--- config.mk ---
export PLATFORM = sky130hd
export DESIGN_NAME = operand_feeder
export DESIGN_NICKNAME = d
export VERILOG_FILES = /design/src/rtl/operand_feeder.sv
export SDC_FILE = /design/constraint.sdc
export NUM_CORES = 1
export LEC_CHECK = 0
export CAP_MARGIN = 40
export CORE_MARGIN = 5
export CORE_UTILIZATION = 40
export CTS_BUF_LIST = sky130_fd_sc_hd__clkbuf_4 sky130_fd_sc_hd__clkbuf_8
export CTS_CLUSTER_SIZE = 14
export DETAILED_ROUTE_END_ITERATION = 16
export PLACE_DENSITY = 0.75
export SETUP_SLACK_MARGIN = 0.3
export SLEW_MARGIN = 40
export SYNTH_ARGS = -nofsm -noshare
export SYNTH_HDL_FRONTEND = slang
export SYNTH_SLANG_ARGS = --single-unit
--- constraint.sdc ---
create_clock -name clk -period 1.7 [get_ports clk]
set_clock_uncertainty 0.1 [all_clocks]
set_input_delay 0.255 -clock clk [delete_from_list [all_inputs] [get_ports clk]]
set_output_delay 0.255 -clock clk [all_outputs]
set_load 0.01 [all_outputs]
--- src/rtl/operand_feeder.sv ---
// -----------------------------------------------------------------------------
// operand_feeder
//
// Collects two operands from an upstream valid/ready source. It then pulses
// dp_start to a datapath controller and waits for dp_done, with a bounded
// timeout. The captured result, or an error marker, is held on a valid/ready
// output until the result is taken downstream.
//
// Parameters
//   WIDTH    operand / result width
//   TIMEOUT  maximum WAIT cycles before the operation is aborted (>= 1)
//
// Ports
//   clk, rst_n          rising-edge clock, asynchronous active-low reset
//   in_data/in_valid    operand stream from upstream
//   in_ready            high in IDLE and LOAD_B (operand slots open)
//   dp_data1/dp_data2   captured operands, stable until back in IDLE
//   dp_start            one-cycle start pulse (ISSUE state)
//   dp_done/dp_result   completion flag and result from the datapath
//   out_data/out_err    captured result; out_err marks a timeout abort
//   out_valid/out_ready result handshake to downstream
//   busy                high in any state other than IDLE
// -----------------------------------------------------------------------------
module operand_feeder #(
  parameter int WIDTH   = 16,
  parameter int TIMEOUT = 255
) (
  input  logic             clk,
  input  logic             rst_n,
  input  logic [WIDTH-1:0] in_data,
  input  logic             in_valid,
  output logic             in_ready,
  output logic [WIDTH-1:0] dp_data1,
  output logic [WIDTH-1:0] dp_data2,
  output logic             dp_start,
  input  logic             dp_done,
  input  logic [WIDTH-1:0] dp_result,
  output logic [WIDTH-1:0] out_data,
  output logic             out_valid,
  input  logic             out_ready,
  output logic             out_err,
  output logic             busy
);

  // The counter must be able to hold TIMEOUT itself, not just TIMEOUT-1.
  localparam int CW = $clog2(TIMEOUT + 1);

  typedef enum logic [2:0] {
    IDLE,
    LOAD_B,
    ISSUE,
    WAIT,
    DRAIN
  } state_t;

  state_t        state;
  state_t        state_next;
  logic [CW-1:0] cnt;
  logic          timeout_hit;

  // In the k-th WAIT cycle the counter holds k-1. The abort therefore fires
  // in WAIT cycle TIMEOUT, when the counter is about to reach TIMEOUT.
  assign timeout_hit = (cnt == CW'(TIMEOUT - 1));

  // ---------------------------------------------------------------------------
  // State register
  // ---------------------------------------------------------------------------
  // NOTE: sequential state uses non-blocking (<=) so every flop samples the
  // pre-edge values, independent of statement order between blocks.
  always_ff @(posedge clk or negedge rst_n) begin
    if (!rst_n) state <= IDLE;
    else        state <= state_next;
  end

  // ---------------------------------------------------------------------------
  // Next-state and state-decoded outputs
  // ---------------------------------------------------------------------------
  // NOTE: every signal written here gets a default first. A path that leaves
  // a signal unassigned would infer a latch.
  always_comb begin
    state_next = state;
    in_ready   = 1'b0;
    dp_start   = 1'b0;
    busy       = 1'b1;
    unique case (state)
      IDLE: begin
        in_ready = 1'b1;
        busy     = 1'b0;
        if (in_valid) state_next = LOAD_B;
      end
      LOAD_B: begin
        in_ready = 1'b1;
        if (in_valid) state_next = ISSUE;
      end
      ISSUE: begin
        dp_start   = 1'b1;
        state_next = WAIT;
      end
      WAIT: begin
        if (dp_done || timeout_hit) state_next = DRAIN;
      end
      DRAIN: begin
        if (out_ready) state_next = IDLE;
      end
      default: state_next = IDLE;
    endcase
  end

  // ---------------------------------------------------------------------------
  // Operand capture, timeout counter and result register
  // ---------------------------------------------------------------------------
  // NOTE: these are plain registers rather than a memory. Each one is reset
  // explicitly, so a reset mid-operation leaves no stale operand or result.
  always_ff @(posedge clk or negedge rst_n) begin
    if (!rst_n) begin
      dp_data1  <= '0;
      dp_data2  <= '0;
      cnt       <= '0;
      out_data  <= '0;
      out_err   <= 1'b0;
      out_valid <= 1'b0;
    end else begin
      unique case (state)
        IDLE: begin
          if (in_valid) dp_data1 <= in_data;
        end
        LOAD_B: begin
          if (in_valid) dp_data2 <= in_data;
        end
        ISSUE: begin
          cnt <= '0;
        end
        WAIT: begin
          cnt <= cnt + CW'(1);
          // dp_done is checked first, so a completion in the same cycle as
          // the timeout counts as a normal result.
          if (dp_done) begin
            out_data  <= dp_result;
            out_err   <= 1'b0;
            out_valid <= 1'b1;
          end else if (timeout_hit) begin
            out_data  <= '0;
            out_err   <= 1'b1;
            out_valid <= 1'b1;
          end
        end
        DRAIN: begin
          if (out_ready) out_valid <= 1'b0;
        end
        default: ;
      endcase
    end
  end

endmodule
Word level (Yosys, flattened, before mapping)
Cells that the tools add are included.
{"block": "op_classes", "n_addsub": 1, "eq_ne": 10, "n_mux": 16, "n_reduce_logical": 11}
{"operator": "$mux W16", "count": 2}
{"operator": "$pmux W8 S2", "count": 1}
{"operator": "$pmux W3 S5", "count": 1}
{"operator": "$mux W3", "count": 4}
{"operator": "$add A8 B1 Y8 const B", "count": 1}
{"operator": "$eq A8 B8 Y1 const B", "count": 1}
{"operator": "$ne A2 B2 Y1 const B", "count": 4}
{"operator": "$mux W1", "count": 7}
{"operator": "$eq A3 B2 Y1 const B", "count": 2}
{"operator": "$reduce_and A2 Y1", "count": 3}
{"operator": "$reduce_bool A2 Y1", "count": 3}
{"operator": "$reduce_and A4 Y1", "count": 1}
{"operator": "$eq A3 B1 Y1 const B", "count": 1}
{"operator": "$eq A3 B3 Y1 const B", "count": 1}
{"operator": "$logic_not A3 Y1", "count": 1}
{"operator": "$ne A3 B3 Y1 const B", "count": 1}
{"operator": "$reduce_and A3 Y1", "count": 1}
{"operator": "$pmux W1 S2", "count": 1}
{"operator": "$reduce_or A2 Y1", "count": 1}
{"operator": "$logic_or A1 B1 Y1", "count": 1}
{"block": "totals", "ff_bits": 61, "inputBits": 37, "out_inout_bits": 53, "wordCells": 45}

Depth between registers and ports, before layout
Gate-level depths: netlist of run 1.
{"block": "depth", "ltp_word": 4, "depth_mapped": 6, "depth_no_buf": 5}

Worst setup path after synthesis of run 1
No wires, ideal clock.
{"block": "synth_path", "path_kind": "register -> register", "start": "register state[1]", "end": "register dp_data1[10]", "setup_ps": 125, "arrival_time_ps": 1436, "required_time_ps": 1475, "path_slack_ps": 40, "stages_incl_launch_ff": 6, "path_buffers": 2, "synth_period_minus_slack_ps": 1660, "path_cell_list": "dfrtp_1 buf_6 nor2b_4 nor3b_4 buf_8 mux2_2"}
{"block": "synth_via", "elab_chain_len": 2}
{"item": "from (decl)", "line_no": "56", "rtl": "state_t state;"}
{"item": "from (signal assigned)", "line_no": "72", "rtl": "else state <= state_next;"}
{"item": "$logic_not A3 Y1", "line_no": "123", "rtl": "unique case (state)"}
{"item": "$reduce_and A2 Y1 (no line)"}
{"item": "to (signal assigned)", "line_no": "125", "rtl": "if (in_valid) dp_data1 <= in_data;"}
{"item": "to (decl)", "line_no": "33", "rtl": "output logic [WIDTH-1:0] dp_data1,"}
No other way between the ends.
A chain may end at the register's enable or synchronous reset.

Worst setup path in the final report of run 1
{"block": "layout_path", "start": "register state[1]", "end": "output port busy"}
{"block": "layout_via", "elab_chain_len": 2}
{"item": "$logic_not A3 Y1", "line_no": "85", "rtl": "unique case (state)"}
{"item": "$mux W1", "line_no": "85"}
{"item": "to (decl)", "line_no": "42", "rtl": "output logic busy"}
No other way between the ends.

==> flow_summary_export.csv, run 1 <==
group,metric,value,unit
status,run_status,"finished, final reports clean",
pwr,worst_ir_drop_vdd,1.01,mV
synthesis,share_of_flip_flops_with_an_asynchronous_set_or_reset_after_synthesis,100,%
sta,final_setup_violating_endpoints,0,
pwr,power.sequential.fraction,31.2,%
synthesis,synth_area_leader_cell,"dfrtp_1",
worst_setup_path,critPathBufInv,2,
worst_setup_path,critical_path.max_stage_delay,0.40,ns
worst_setup_path,critical-path-top-delay-family,"flip-flops",
placement,dp_hpwl,4.52,mm
clocking,cts_tree,"done",
synthesis,yosysSeqAreaShare,57.5,%
synthesis,main_combinational_cell_family_by_area_after_synthesis,"multiplexers",
pwr,power,7.89,mW
clocking,cts.sink_count,61,
drt,totalWireLength,7.01,mm
synthesis,synth_area,0.00265,mm²
synthesis,netlist_top_cells_count,"dfrtp_1 (61), mux2_2 (31), o21ai_0 (21), inv_1 (19), a22oi_1 (16)",
finish,finalInstanceArea,0.00447,mm²
synthesis,simple_gate_share_of_the_synthesized_area,8.68,%
finish,layout.nets,387,
synthesis,ys_warn_count,0,
worst_setup_path,worstPathCellList,"buf_4 -> or3_4 -> buf_6",
global_route,grt_pass1_wl,11.4,mm
worst_setup_path,startpoint_type,"flop",
worst_setup_path,path_max_fanout,3,
worst_setup_path,cell_at_the_slowest_stage_of_the_critical_path,"dfrtp_1",
synthesis,netlist_top_cells_area,"dfrtp_1 (58%), mux2_2 (13%), a22oi_1 (4.5%), o21ai_0 (4.0%), inv_1 (2.7%)",
clocking,clk_path_buf_depth,2,
pwr,pwr_density_cell,1770,mW/mm²
flow_run,maxCapViolCount,0,
synthesis,synth_mux_area_share,14.1,%
drt,route.vias.total,2171,
worst_setup_path,worst_ep_required_time,1.34,ns
clocking,path_clk_slew,0.07,ns
placement,area_of_placed_instances,0.00380,mm²
synthesis,arithmetic_cell_share_of_the_synthesized_area_counting_full_adders_half_adders_and_majority_gates,0.943,%
pwr,switching_share,32.4,%
global_route,grt_usage,16.8,%
sta,fin_crit_sh,98.8,%
finish,num_antenna_cells,0,
pwr,combinationalPowerShare,50.4,%
global_route,final_global_route_overflow_total,0,
floorplanning,num_rows,29,
sta,min_period,1.68,ns
sta,finalHoldViolCount,0,
drt,route.detailed.vias_per_inst,5.05,
synthesis,synth_area_per_inst,12.5,µm²
synthesis,synth.top_cell.area_share,57.5,%
sta,slew_headroom,78.7,%
clocking,tritoncts.num_buffers,9,
placement,routabilityCongestion,0.765,
placement,placedCellCount,380,
worst_setup_path,critical_path_depth,3,
synthesis,synthCells,212,
sta,worst_case_hold_slack,0.351,ns
sta,timing_max_transition_violations_final,0,
pwr,clkPwrFrac,18.5,%
worst_hold_path,hold_path_class,"primary input to async pin",
pwr,power_report.internal_total,5.33,mW
global_route,grt_start_max_net_pins,62,
synthesis,synthXorXnorAreaFrac,0.330,%
finish,finalNonFillerCells,430,
floorplanning,die_height,91.5,µm
synthesis,synthesis.nets,251,
clocking,clock_latency,0.34,ns
floorplanning,num_io_pins,90,
drt,detail_route.first_pass.iterations,4,
floorplanning,core_region_area,0.00639,mm²
synthesis,synth_cell_types,39,
floorplanning,die_width,91.5,µm
pwr,p_sw,2.56,mW
placement,buffer_ports.inserted,89,
drt,starting_drt_drc_count,40,
sta,timing.setup.tns,0,ns
synthesis,synth_enable_flop_cells,0,
worst_setup_path,arrival,1.32,ns
worst_setup_path,setup.worst_path.class,"flop to output pin",
sta,actual_transition_at_the_worst_max_transition_pin,0.320,ns
global_route,antenna_violations_before_repair,0,
synthesis,compound_gate_fraction_of_synth_area,12.4,%
sta,grt_setup_unrepaired,"yes",
worst_setup_path,reg2reg_depth,6,
synthesis,synth-main-ff-cell,"dfrtp_1",
global_route,via_count_of_the_first_global_routing_pass,2240,
sta,fmaxAchievable,596,MHz
clocking,clk_root_buffer_cell,"clkbuf_8",
pwr,leakagePower,2.05,nW
drt,final_antenna_net_count,0,
drt,wire_per_inst,16.3,µm
floorplanning,floorplan.initialDensity,41.6,%
synthesis,synth_most_common_cell,"dfrtp_1",
floorplanning,die-area,0.00836,mm²
synthesis,synth_seq_cells,61,
drt,post-route-drc-count,0,
clocking,ctsHtreeMaxLevel,3,
finish,layout_cell_share_with_drive_strength_beyond_1,39.4,%
finish,area_delta_synth_final,68.3,%
worst_setup_path,worst_setup_path_end_kind,"output pin",
[final timing paths]
path                                 from      endpoint  slack [ns]
worst max-delay path             state[1]          busy        0.02
min in group clk                out_valid     out_valid        0.39
worst min-delay path                rst_n  dp_data1[15]        0.35
worst max register to register   state[1]  dp_data1[12]        0.05
max in group asynchronous           rst_n        cnt[2]        0.88
worst min register to register  out_valid     out_valid        0.39
[worst min-delay path, stage by stage]
cell and delay (ns):
dlygate4sd3_1 0.52, buf_2 0.12, buf_12 0.30
[layout make-up]
| type | count | area, µm² |
|---|---|---|
| Tap cell | 77 | 96.3 |
| Timing Repair Buffer | 137 | 1310 |
| Sequential cell | 61 | 1530 |
| Inverter | 19 | 71.3 |
| Clock inverter | 6 | 86.3 |
| Clock buffer | 10 | 138 |
| Multi-Input combinational cell | 120 | 1240 |
| Fill cell | 465 | 1920 |
[layout by cell type, fill, tap and decap left out, types with 2 or more instances in the layout]
cell,instances
clkdlybuf4s50_1,35
clkbuf_2,2
mux2_4,32
dfrtp_1,60
o21ai_0,3
bufinv_16,2
a22oi_2,16
a21oi_2,2
o22ai_1,2
inv_1,19
or4_1,3
ha_2,2
o31ai_1,2
buf_4,30
or3_4,3
dlygate4sd2_1,21
a21oi_1,3
nand2b_1,3
o21ai_1,18
clkdlybuf4s15_1,27
clkinv_2,2
clkbuf_8,10
nand3_1,2
nand3_2,2
buf_2,3
buf_12,3
nor2_1,2
nand2_1,5
buf_6,14
[state kept, by name (all words and copies together), names as in the netlist]
name,flops
out_valid,1
out_data,16
state,3
dp_data2,16
cnt,8
out_err,1
dp_data1,16
[cells by family after synthesis]
group | Yosys count
muxes | 33
and+or+nand+nor | 32
DFF | 61
xor gates and xnor gates | 1
AOI/OAI and AO/OA | 52
buffers and inverters | 31
adders and majority gates | 2
[power groups by stage]
stage / registers, mW / clock network (mW) / logic [mW]
after detailed placement: 2.48 / 0 / 3.45
final: 2.46 / 1.46 / 3.97
after global routing: 2.53 / 1.55 / 4.27
after floorplan: 2.67 / 0 / 1.66
after CTS: 2.44 / 1.48 / 3.47
after global placement: 2.47 / 0 / 3.35
[repair_timing]
item,in CTS,in global routing
resized for setup,92,64
hold endpoints to repair,61,0
endpoints found under the setup margin,109,93
pin swaps,2,10
gates cloned,2,0
setup buffers,14,17
hold buffers,1,0
[through the flow]
| step | utilization, % | setup slack [ns] |
|---|---|---|
| final | 69.9 | 0.0210 |
| after global routing | 69.9 | -0.0225 |
| after CTS | 65.4 | 0.0501 |
| after detailed placement | 59.4 | -0.215 |
| after global placement | 59.4 | -0.178 |
| after floorplan | - | 0.0408 |
[layer usage]
layer	global-route usage [%]	up-vias	wire [µm]
li1	-	1022	-
met1	22.4	1068	3110
met2	25.5	72	3320
met3	5.04	9	481
met4	6.60	0	101
met5	0	-	0
Power figures use the tool's default switching activity.
==> inputs of run 2 (changes only) <==
- HOLD_SLACK_MARGIN: not set -> 0.1
==> results of run 2 <==
The final DEF is identical to that of run 1; final timing and power are the same.
